File: config.mk
export PLATFORM = sky130hd
export DESIGN_NAME = coin_return_dispenser_flat
export DESIGN_NICKNAME = d
export VERILOG_FILES = /design/src/rtl/coin_return_dispenser_if.sv /design/src/rtl/coin_return_dispenser.sv /design/src/flat_wrapper.sv
export SDC_FILE = /design/constraint.sdc
export NUM_CORES = 1
export LEC_CHECK = 0
export BUFFER_PORTS_ARGS = -buffer_cell sky130_fd_sc_hd__buf_2
export CORE_MARGIN = 2
export CORE_UTILIZATION = 25
export DETAILED_ROUTE_END_ITERATION = 6
export GPL_TIMING_DRIVEN = 1
export SYNTH_ARGS = -nofsm -noshare
export SYNTH_HDL_FRONTEND = slang
export SYNTH_SLANG_ARGS = --single-unit
File: constraint.sdc
create_clock -name clk -period 6.5 [get_ports clk]
set_input_delay 1.3 -clock clk [delete_from_list [all_inputs] [get_ports clk]]
set_output_delay 1.3 -clock clk [all_outputs]
set_load 0.005 [all_outputs]
File: src/rtl/coin_return_dispenser_if.sv
// Bus between the vending-machine calculator and the coin return stage.
// The master side is upstream (coin/select/return inputs and balance); the slave side is the
// return stage, which drives the timer, the coin stream and the return status.
interface coin_return_dispenser_if #(
    parameter int unsigned kNumCoins  = 3,
    parameter int unsigned kNumItems  = 4,
    parameter int unsigned kTotalBits = 31
);
    logic [kNumCoins-1:0]  i_input_coin;
    logic [kNumItems-1:0]  i_select_item;
    logic                  i_trigger_return;
    logic [kTotalBits-1:0] i_balance;
    logic [31:0]           o_wait_time;
    logic [kNumCoins-1:0]  o_return_coin;
    logic                  o_returning;
    logic                  o_return_done;
    logic [kTotalBits-1:0] o_residual;

    modport master (
        output i_input_coin,
        output i_select_item,
        output i_trigger_return,
        output i_balance,
        input  o_wait_time,
        input  o_return_coin,
        input  o_returning,
        input  o_return_done,
        input  o_residual
    );

    modport slave (
        input  i_input_coin,
        input  i_select_item,
        input  i_trigger_return,
        input  i_balance,
        output o_wait_time,
        output o_return_coin,
        output o_returning,
        output o_return_done,
        output o_residual
    );
endinterface

File: src/rtl/coin_return_dispenser.sv
// Coin return stage: owns the inactivity timer and, once a return is triggered by the button
// or by timeout, pays out the latched balance greedily, one coin per cycle.
module coin_return_dispenser #(
    parameter int unsigned kNumCoins   = 3,
    parameter int unsigned kNumItems   = 4,
    parameter int unsigned kTotalBits  = 31,
    parameter int unsigned COIN0_VALUE = 100,
    parameter int unsigned COIN1_VALUE = 500,
    parameter int unsigned COIN2_VALUE = 1000,
    parameter int unsigned WAIT_CYCLES = 100
) (
    input logic                    clk,
    input logic                    reset_n,
    coin_return_dispenser_if.slave bus
);

    localparam logic [kTotalBits-1:0] Coin0Val  = kTotalBits'(COIN0_VALUE);
    localparam logic [kTotalBits-1:0] Coin1Val  = kTotalBits'(COIN1_VALUE);
    localparam logic [kTotalBits-1:0] Coin2Val  = kTotalBits'(COIN2_VALUE);
    localparam logic [31:0]           WaitLoad  = 32'(WAIT_CYCLES);

    typedef enum logic [1:0] {StIdle, StDispense, StDone} state_e;

    // Local copies of the bus inputs, sized by this block's own parameters.
    logic [kNumCoins-1:0]  input_coin;
    logic [kNumItems-1:0]  select_item;
    logic                  trigger_return;
    logic [kTotalBits-1:0] balance;

    assign input_coin     = bus.i_input_coin;
    assign select_item    = bus.i_select_item;
    assign trigger_return = bus.i_trigger_return;
    assign balance        = bus.i_balance;

    state_e                state_q;
    logic [31:0]           wait_q;
    logic [kNumCoins-1:0]  return_coin_q;
    logic                  return_done_q;
    logic [kTotalBits-1:0] residual_q;
    logic [kTotalBits-1:0] remaining_q;

    logic                  activity;
    logic                  start_return;
    logic                  coin_found;
    logic [kNumCoins-1:0]  coin_sel;
    logic [kTotalBits-1:0] coin_val;

    // Any coin or item strobe counts as customer activity; a coin insert also vetoes a start.
    always_comb begin
        activity     = (|input_coin) || (|select_item);
        start_return = (trigger_return || (wait_q == 32'd0)) && (input_coin == '0);
    end

    // Greedy pick: the largest denomination that still fits in the remaining balance.
    always_comb begin
        coin_found = 1'b0;
        coin_sel   = '0;
        coin_val   = '0;
        if (remaining_q >= Coin2Val) begin
            coin_found  = 1'b1;
            coin_sel[2] = 1'b1;
            coin_val    = Coin2Val;
        end else if (remaining_q >= Coin1Val) begin
            coin_found  = 1'b1;
            coin_sel[1] = 1'b1;
            coin_val    = Coin1Val;
        end else if (remaining_q >= Coin0Val) begin
            coin_found  = 1'b1;
            coin_sel[0] = 1'b1;
            coin_val    = Coin0Val;
        end
    end

    // Return FSM with timer and all registered outputs.
    always_ff @(posedge clk or negedge reset_n) begin
        if (!reset_n) begin
            state_q       <= StIdle;
            wait_q        <= WaitLoad;
            return_coin_q <= '0;
            return_done_q <= 1'b0;
            residual_q    <= '0;
            remaining_q   <= '0;
        end else begin
            unique case (state_q)
                StIdle: begin
                    return_coin_q <= '0;
                    return_done_q <= 1'b0;
                    if (activity) begin
                        wait_q <= WaitLoad;
                    end else if (wait_q != 32'd0) begin
                        wait_q <= wait_q - 32'd1;
                    end
                    if (start_return) begin
                        remaining_q <= balance;
                        state_q     <= StDispense;
                    end
                end
                StDispense: begin
                    // Timer holds; inputs are ignored until the return completes.
                    if (coin_found) begin
                        return_coin_q <= coin_sel;
                        remaining_q   <= remaining_q - coin_val;
                    end else begin
                        return_coin_q <= '0;
                        residual_q    <= remaining_q;
                        return_done_q <= 1'b1;
                        state_q       <= StDone;
                    end
                end
                StDone: begin
                    return_done_q <= 1'b0;
                    wait_q        <= WaitLoad;
                    state_q       <= StIdle;
                end
                default: begin
                    state_q <= StIdle;
                end
            endcase
        end
    end

    assign bus.o_wait_time   = wait_q;
    assign bus.o_return_coin = return_coin_q;
    assign bus.o_returning   = (state_q != StIdle);
    assign bus.o_return_done = return_done_q;
    assign bus.o_residual    = residual_q;

    // At most one coin leaves per cycle.
    a_coin_onehot: assert property (@(posedge clk) disable iff (!reset_n)
        $onehot0(return_coin_q));

    // The done pulse only ever appears in the DONE state.
    a_done_state: assert property (@(posedge clk) disable iff (!reset_n)
        return_done_q |-> (state_q == StDone));

endmodule

File: src/flat_wrapper.sv
// flat-port wrapper written by rule: the top's interface ports become plain ports
module coin_return_dispenser_flat 
#(
    parameter int unsigned kNumCoins   = 3,
    parameter int unsigned kNumItems   = 4,
    parameter int unsigned kTotalBits  = 31,
    parameter int unsigned COIN0_VALUE = 100,
    parameter int unsigned COIN1_VALUE = 500,
    parameter int unsigned COIN2_VALUE = 1000,
    parameter int unsigned WAIT_CYCLES = 100
)
  (clk, reset_n, bus_i_input_coin, bus_i_select_item, bus_i_trigger_return, bus_i_balance, bus_o_wait_time, bus_o_return_coin, bus_o_returning, bus_o_return_done, bus_o_residual);
  coin_return_dispenser_if #(.kNumCoins(kNumCoins), .kNumItems(kNumItems), .kTotalBits(kTotalBits)) bus_i ();
  input logic clk;
  input logic reset_n;
  input wire logic [$bits(bus_i.i_input_coin)-1:0] bus_i_input_coin;
  input wire logic [$bits(bus_i.i_select_item)-1:0] bus_i_select_item;
  input wire logic [$bits(bus_i.i_trigger_return)-1:0] bus_i_trigger_return;
  input wire logic [$bits(bus_i.i_balance)-1:0] bus_i_balance;
  output wire logic [$bits(bus_i.o_wait_time)-1:0] bus_o_wait_time;
  output wire logic [$bits(bus_i.o_return_coin)-1:0] bus_o_return_coin;
  output wire logic [$bits(bus_i.o_returning)-1:0] bus_o_returning;
  output wire logic [$bits(bus_i.o_return_done)-1:0] bus_o_return_done;
  output wire logic [$bits(bus_i.o_residual)-1:0] bus_o_residual;
  assign bus_i.i_input_coin = bus_i_input_coin;
  assign bus_i.i_select_item = bus_i_select_item;
  assign bus_i.i_trigger_return = bus_i_trigger_return;
  assign bus_i.i_balance = bus_i_balance;
  assign bus_o_wait_time = bus_i.o_wait_time;
  assign bus_o_return_coin = bus_i.o_return_coin;
  assign bus_o_returning = bus_i.o_returning;
  assign bus_o_return_done = bus_i.o_return_done;
  assign bus_o_residual = bus_i.o_residual;
  coin_return_dispenser #(.kNumCoins(kNumCoins), .kNumItems(kNumItems), .kTotalBits(kTotalBits), .COIN0_VALUE(COIN0_VALUE), .COIN1_VALUE(COIN1_VALUE), .COIN2_VALUE(COIN2_VALUE), .WAIT_CYCLES(WAIT_CYCLES)) u_core (.clk(clk), .reset_n(reset_n), .bus(bus_i));
endmodule
* Word level (Yosys, flattened, before mapping)
Cells that the tools add are included.
** Word-level totals
- Bits of input ports :: 41
- Bits in latches :: 0
- Logic and storage cells :: 60
- ROM bits :: 0
- Bits in writable memories :: 0
- Memories :: 0
- Register bits after elaboration :: 100
** Operators by class
- Reductions and logical operators :: 19
- Add/subtract/negate cells :: 2
- Equal/unequal tests :: 6
- Multiplexer cells :: 23
- Shift operators :: 0
- Magnitude comparators :: 3
- Bitwise operators :: 1
- $mul :: 0
- Divide/modulo/power cells :: 0
** Operators by type and width (count)
- $mux W31 :: 4
- $mux W32 :: 2
- $pmux W32 S2 :: 1
- $pmux W31 S2 :: 1
- $logic_not A32 Y1 :: 1
- $reduce_bool A32 Y1 :: 1
- $sub A32 B1 Y32 const B :: 1
- $ge A31 B10 Y1 const B :: 1
- $ge A31 B7 Y1 const B :: 1
- $ge A31 B9 Y1 const B :: 1
- $sub A31 B31 Y31 :: 1
- $reduce_and A2 Y1 :: 4
- $reduce_bool A2 Y1 :: 4
- $mux W1 :: 7
- $mux W7 :: 1
- $mux W2 :: 3
- $pmux W3 S2 :: 1
- $ne A2 B1 Y1 const B :: 2
- $pmux W2 S2 :: 1
- $reduce_or A4 Y1 :: 1
- $logic_not A3 Y1 :: 1
- $mux W3 :: 1
- $ne A3 B1 Y1 const B :: 1
- $reduce_and A3 Y1 :: 1
- other kinds (10) :: 11

* Depth between registers and ports, before layout
- Depth in word-level cells :: 7
- Depth in mapped cells :: 15

* Least setup slack after synthesis
Ideal clock, no wire load.
- Kind :: reg-to-reg
- From :: reg u_core.remaining_q[26]
- To :: reg u_core.remaining_q[17]
- Clock period less this slack :: 3.667 ns
- Buffers on the path :: 1
- Cell stages (with the launch flop) :: 13
- Arrival time :: 3.597 ns
- Slack :: 2.833 ns
- Library setup time :: 0.070 ns
- Path through :: dfrtp_1 or4_4 nor2_4 and4b_1 clkbuf_1 ha_1 a211o_1 a21oi_1 a2111oi_2 or3_1 a21o_1 or4_1 nand3_1
** Between the ends
- Longest elaborated chain between the ends :: 7
** Ends and longest elaborated chain
- start: declaration :: line coin_return_dispenser.sv:40 : logic [kTotalBits-1:0] remaining_q;
- start signal: assignment :: line coin_return_dispenser.sv:94 : remaining_q <= balance;
- start signal: assignment :: line coin_return_dispenser.sv:102 : remaining_q <= remaining_q - coin_val;
- $ge A31 B7 Y1 :: line coin_return_dispenser.sv:67 : end else if (remaining_q >= Coin0Val) begin
- $mux W7 :: line coin_return_dispenser.sv:67
- $mux W31 :: line coin_return_dispenser.sv:63 : end else if (remaining_q >= Coin1Val) begin
- $mux W31 :: line coin_return_dispenser.sv:59 : if (remaining_q >= Coin2Val) begin
- $sub A31 B31 Y31 :: line coin_return_dispenser.sv:102
- $mux W31 :: line coin_return_dispenser.sv:100 : if (coin_found) begin
- $pmux W31 S2 :: line coin_return_dispenser.sv:84 : unique case (state_q)
Several ways; a longest one is shown, not always the timed one. The select of a mux whose other input is x is not followed.
A chain may end at the register's enable or synchronous reset.

* Worst setup path after layout
- From :: reg u_core.remaining_q[14]
- To :: reg u_core.remaining_q[22]
Same word-level chain as after synthesis.

==> out/results.ini <==
[status]
status = finished clean

[floorplan]
ios = 109
dieArea_sq_mm = 0.0222
core_area_sq_mm = 0.0204
start_util_pct = 25.7
die_y_um = 149
die_x_um = 149
rows = 52

[synthesis]
ys_top_cells_by_area = dfrtp_1 46%, nand2_1 4.4%, nor2_1 3.4%, and2_1 3.1%, o21ai_0 2.7%
synth-seq-cells = 100
synth-async-reset-ratio_pct = 100
synth-main-ff-cell = dfrtp_1
synth-edff-count = 0
syn_area_sq_mm = 0.00525
synth_top_cells_by_count = 97 x dfrtp_1, 61 x nand2_1, 48 x nor2_1
yosysSeqAreaShare_pct = 47.8
synth_warnings = 0
synth_cell_types = 74
synth_top_cell_by_area = dfrtp_1
synth.most_common_cell = dfrtp_1
synth_nets = 597
syn-mean-instance-area_sq_um = 9.57
synth_top_area_share_pct = 46.3
synthCells = 548

[finish]
final_nets = 697
drive_above_1_share_pct = 25.0
antenna_cells = 0
fin_area_sq_mm = 0.00634
fillers = 2187
area_delta_synth_final_pct = 20.9

[critical_path]
ff2ff_setup_slack_ns = 2.29
crit-reg2reg-capture = u_core.remaining_q[22]
crit_top_cell = and4b_1
crit_type = reg2reg
r2r_start = u_core.remaining_q[14]
cp-endpoint = u_core.remaining_q[22]
worst_path_largest_cell_delay_ns = 0.61
crit_arrival_ns = 4.43
cp_cell_sequence = nor4_2, and4b_1, and4b_1, nand2b_1, ha_1, o21a_1, o21ai_0, a21bo_2, o21bai_1, a311oi_4, nand2_1, o211ai_1, o311ai_1
worst_ep_required_time_ns = 6.72
start_kind = register
cp_max_fo = 10
cp-end-kind = register
reg2reg_depth = 13
cp_slowest_cell = a311oi_4
startpoint = u_core.remaining_q[14]

[clock_tree]
clock-sinks = 100
cts_buffer_depth = 2
ctsResizeCount = 0
h-tree-depth = 3
postCtsHoldBufs = 0
cts_root_buf = clkbuf_16
post_cts_buffers = 0
clk_pin_slew_ns = 0.08
cts_tree = yes
clock_latency_ns = 0.36
cts_made_buffers = 9

[drt]
ant_nets = 0
first_pass_iters = 4
via_per_inst = 4.97
totalWireLength_um = 14800
vias = 4585
drcViolationCount = 0
post_drt_wl_per_cell_um = 16.0
drt_first_iter_violations = 261

[hold_path]
hold_path.class = reg2reg
hold_depth = 2

[power]
pwr-share-seq_pct = 52.0
finalPower_mw = 1.21
ir_drop_mv = 0.106
power_density_mw_per_mm2 = 191
switching_share_pct = 24.1
cellLeakagePower_nw = 3.08
power_frac_comb_pct = 3.2
p_clk_share_pct = 44.8
p_int_mw = 0.918
total_switching_power_mw = 0.292

[placed_design]
place.detailed.hpwl_um = 10500
routabilityCongestion = 0.820
post_dp_cell_area_sq_mm = 0.00605
place_ws_ns = 2.37
numPortBuffers = 108

[timing]
finalHoldViolations = 0
rsz0062_at_grt = no
drv_slew = 0
fin_ws_ns = 2.29
setup_violations = 0
tightest_slew_ns = 1.03
fmax_mhz = 238
tns_ns = 0
finalCriticalPeriod_ns = 4.21
finClkSkew_ns = 0.0106
max-slew-margin-rel_pct = 30.6
post-route-period-util_pct = 64.7

[grt]
overflow = 0
grt_pass1_wl_um = 24000
grt_pass1_vias = 4386
grtUsageTotal_pct = 13.8
grt_max_degree = 75
antenna_found_initial = 0

[flow_run]
drv_cap = 0

flip-flops by register name, summed over array words and instances (netlist names):
name / flops
u_core.bus.o_residual: 31
u_core.bus.o_wait_time: 32
u_core.state_q: 2
u_core.bus.o_return_coin: 3
u_core.remaining_q: 31
u_core.bus.o_return_done: 1
critical path, delay by kind of cell, from the launching register on:
| family | cells | cell delay [ns] |
|---|---|---|
| fa+ha+maj | 1 | 0.28 |
| compound gates | 7 | 1.72 |
| flops | 1 | 0.44 |
| simple gates | 5 | 1.63 |
worst min path at each step:
stage                     startpoint                       end  slack [ns]
2_1_floorplan  u_core.remaining_q[0]  u_core.bus.o_residual[0]        0.44
5_1_grt        u_core.remaining_q[1]  u_core.bus.o_residual[1]        0.49
3_3_place_gp   u_core.remaining_q[0]  u_core.bus.o_residual[0]        0.45
3_5_place_dp   u_core.remaining_q[1]  u_core.bus.o_residual[1]        0.46
4_1_cts        u_core.remaining_q[1]  u_core.bus.o_residual[1]        0.48
6_report       u_core.remaining_q[0]  u_core.bus.o_residual[0]        0.47
through the flow:
stage | instances | utilization, % | hold slack [ns]
3_3_place_gp | 907 | 29.6 | 0.455
2_1_floorplan | 548 | - | 0.439
5_1_grt | 923 | 31.0 | 0.490
3_5_place_dp | 907 | 29.6 | 0.460
4_1_cts | 923 | 31.0 | 0.478
6_report | 923 | 31.0 | 0.469
cell usage in the layout (no fill, tap or decap), types with 4 or more instances in the layout:
cell         n
ha_1         8
nor4_1      12
nor2_1      47
nor3_1      21
o21ai_0     28
and2_1      26
inv_1       15
a21oi_1     25
xor2_1       4
o22ai_1     11
clkbuf_16    9
o21a_1       4
nand2b_1     6
nand3_1      7
buf_4        5
xnor2_1     16
a31oi_1      9
nand4_1      4
and3_1       5
buf_2      107
or4_1        8
o221ai_1     4
nand2_1     61
or2_2        5
o41ai_1      5
a211o_1      6
dfrtp_1     97
or3_1       12
a211oi_1     6
o211ai_1     6
logic make-up (layout without fill, tap and decap cells):
kind of cell    Yosys count  after routing  synth area share (%)
mux                       1              1                 0.191
flops                   100            100                  47.8
simple gates            239            239                  24.7
compound gates          140            140                  18.6
xor+xnor                 20             20                  3.34
fa+ha+maj                 9              9                  2.12
buf+inv                  39            144                  3.34
metal layers:
layer | track usage (%) | share of wire (%)
met2 | 21.4 | 45
met3 | 2.66 | 4.5
met5 | 0 | 0
met1 | 19.4 | 49
met4 | 4.43 | 1.4
power by group through the flow:
stage                     clock (mW)  combinational (mW)  sequential [mW]
after floorplan                    0              0.0108            0.640
after global placement             0              0.0403            0.641
after detailed placement           0              0.0404            0.641
after CTS                      0.562              0.0405            0.628
after global routing           0.587              0.0448            0.629
final                          0.542              0.0389            0.629
layout make-up:
class / instances / area, sq um / share of cell area (%)
Multi-Input combinational cell: 409 / 2570 / 40.5
Sequential cell: 100 / 2510 / 39.5
Timing Repair Buffer: 112 / 573 / 9.04
Tap cell: 270 / 338 / 5.33
Clock buffer: 10 / 239 / 3.77
Inverter: 16 / 65.1 / 1.03
Clock inverter: 6 / 53.8 / 0.848
Note: power is estimated with default switching activity, not from simulation.
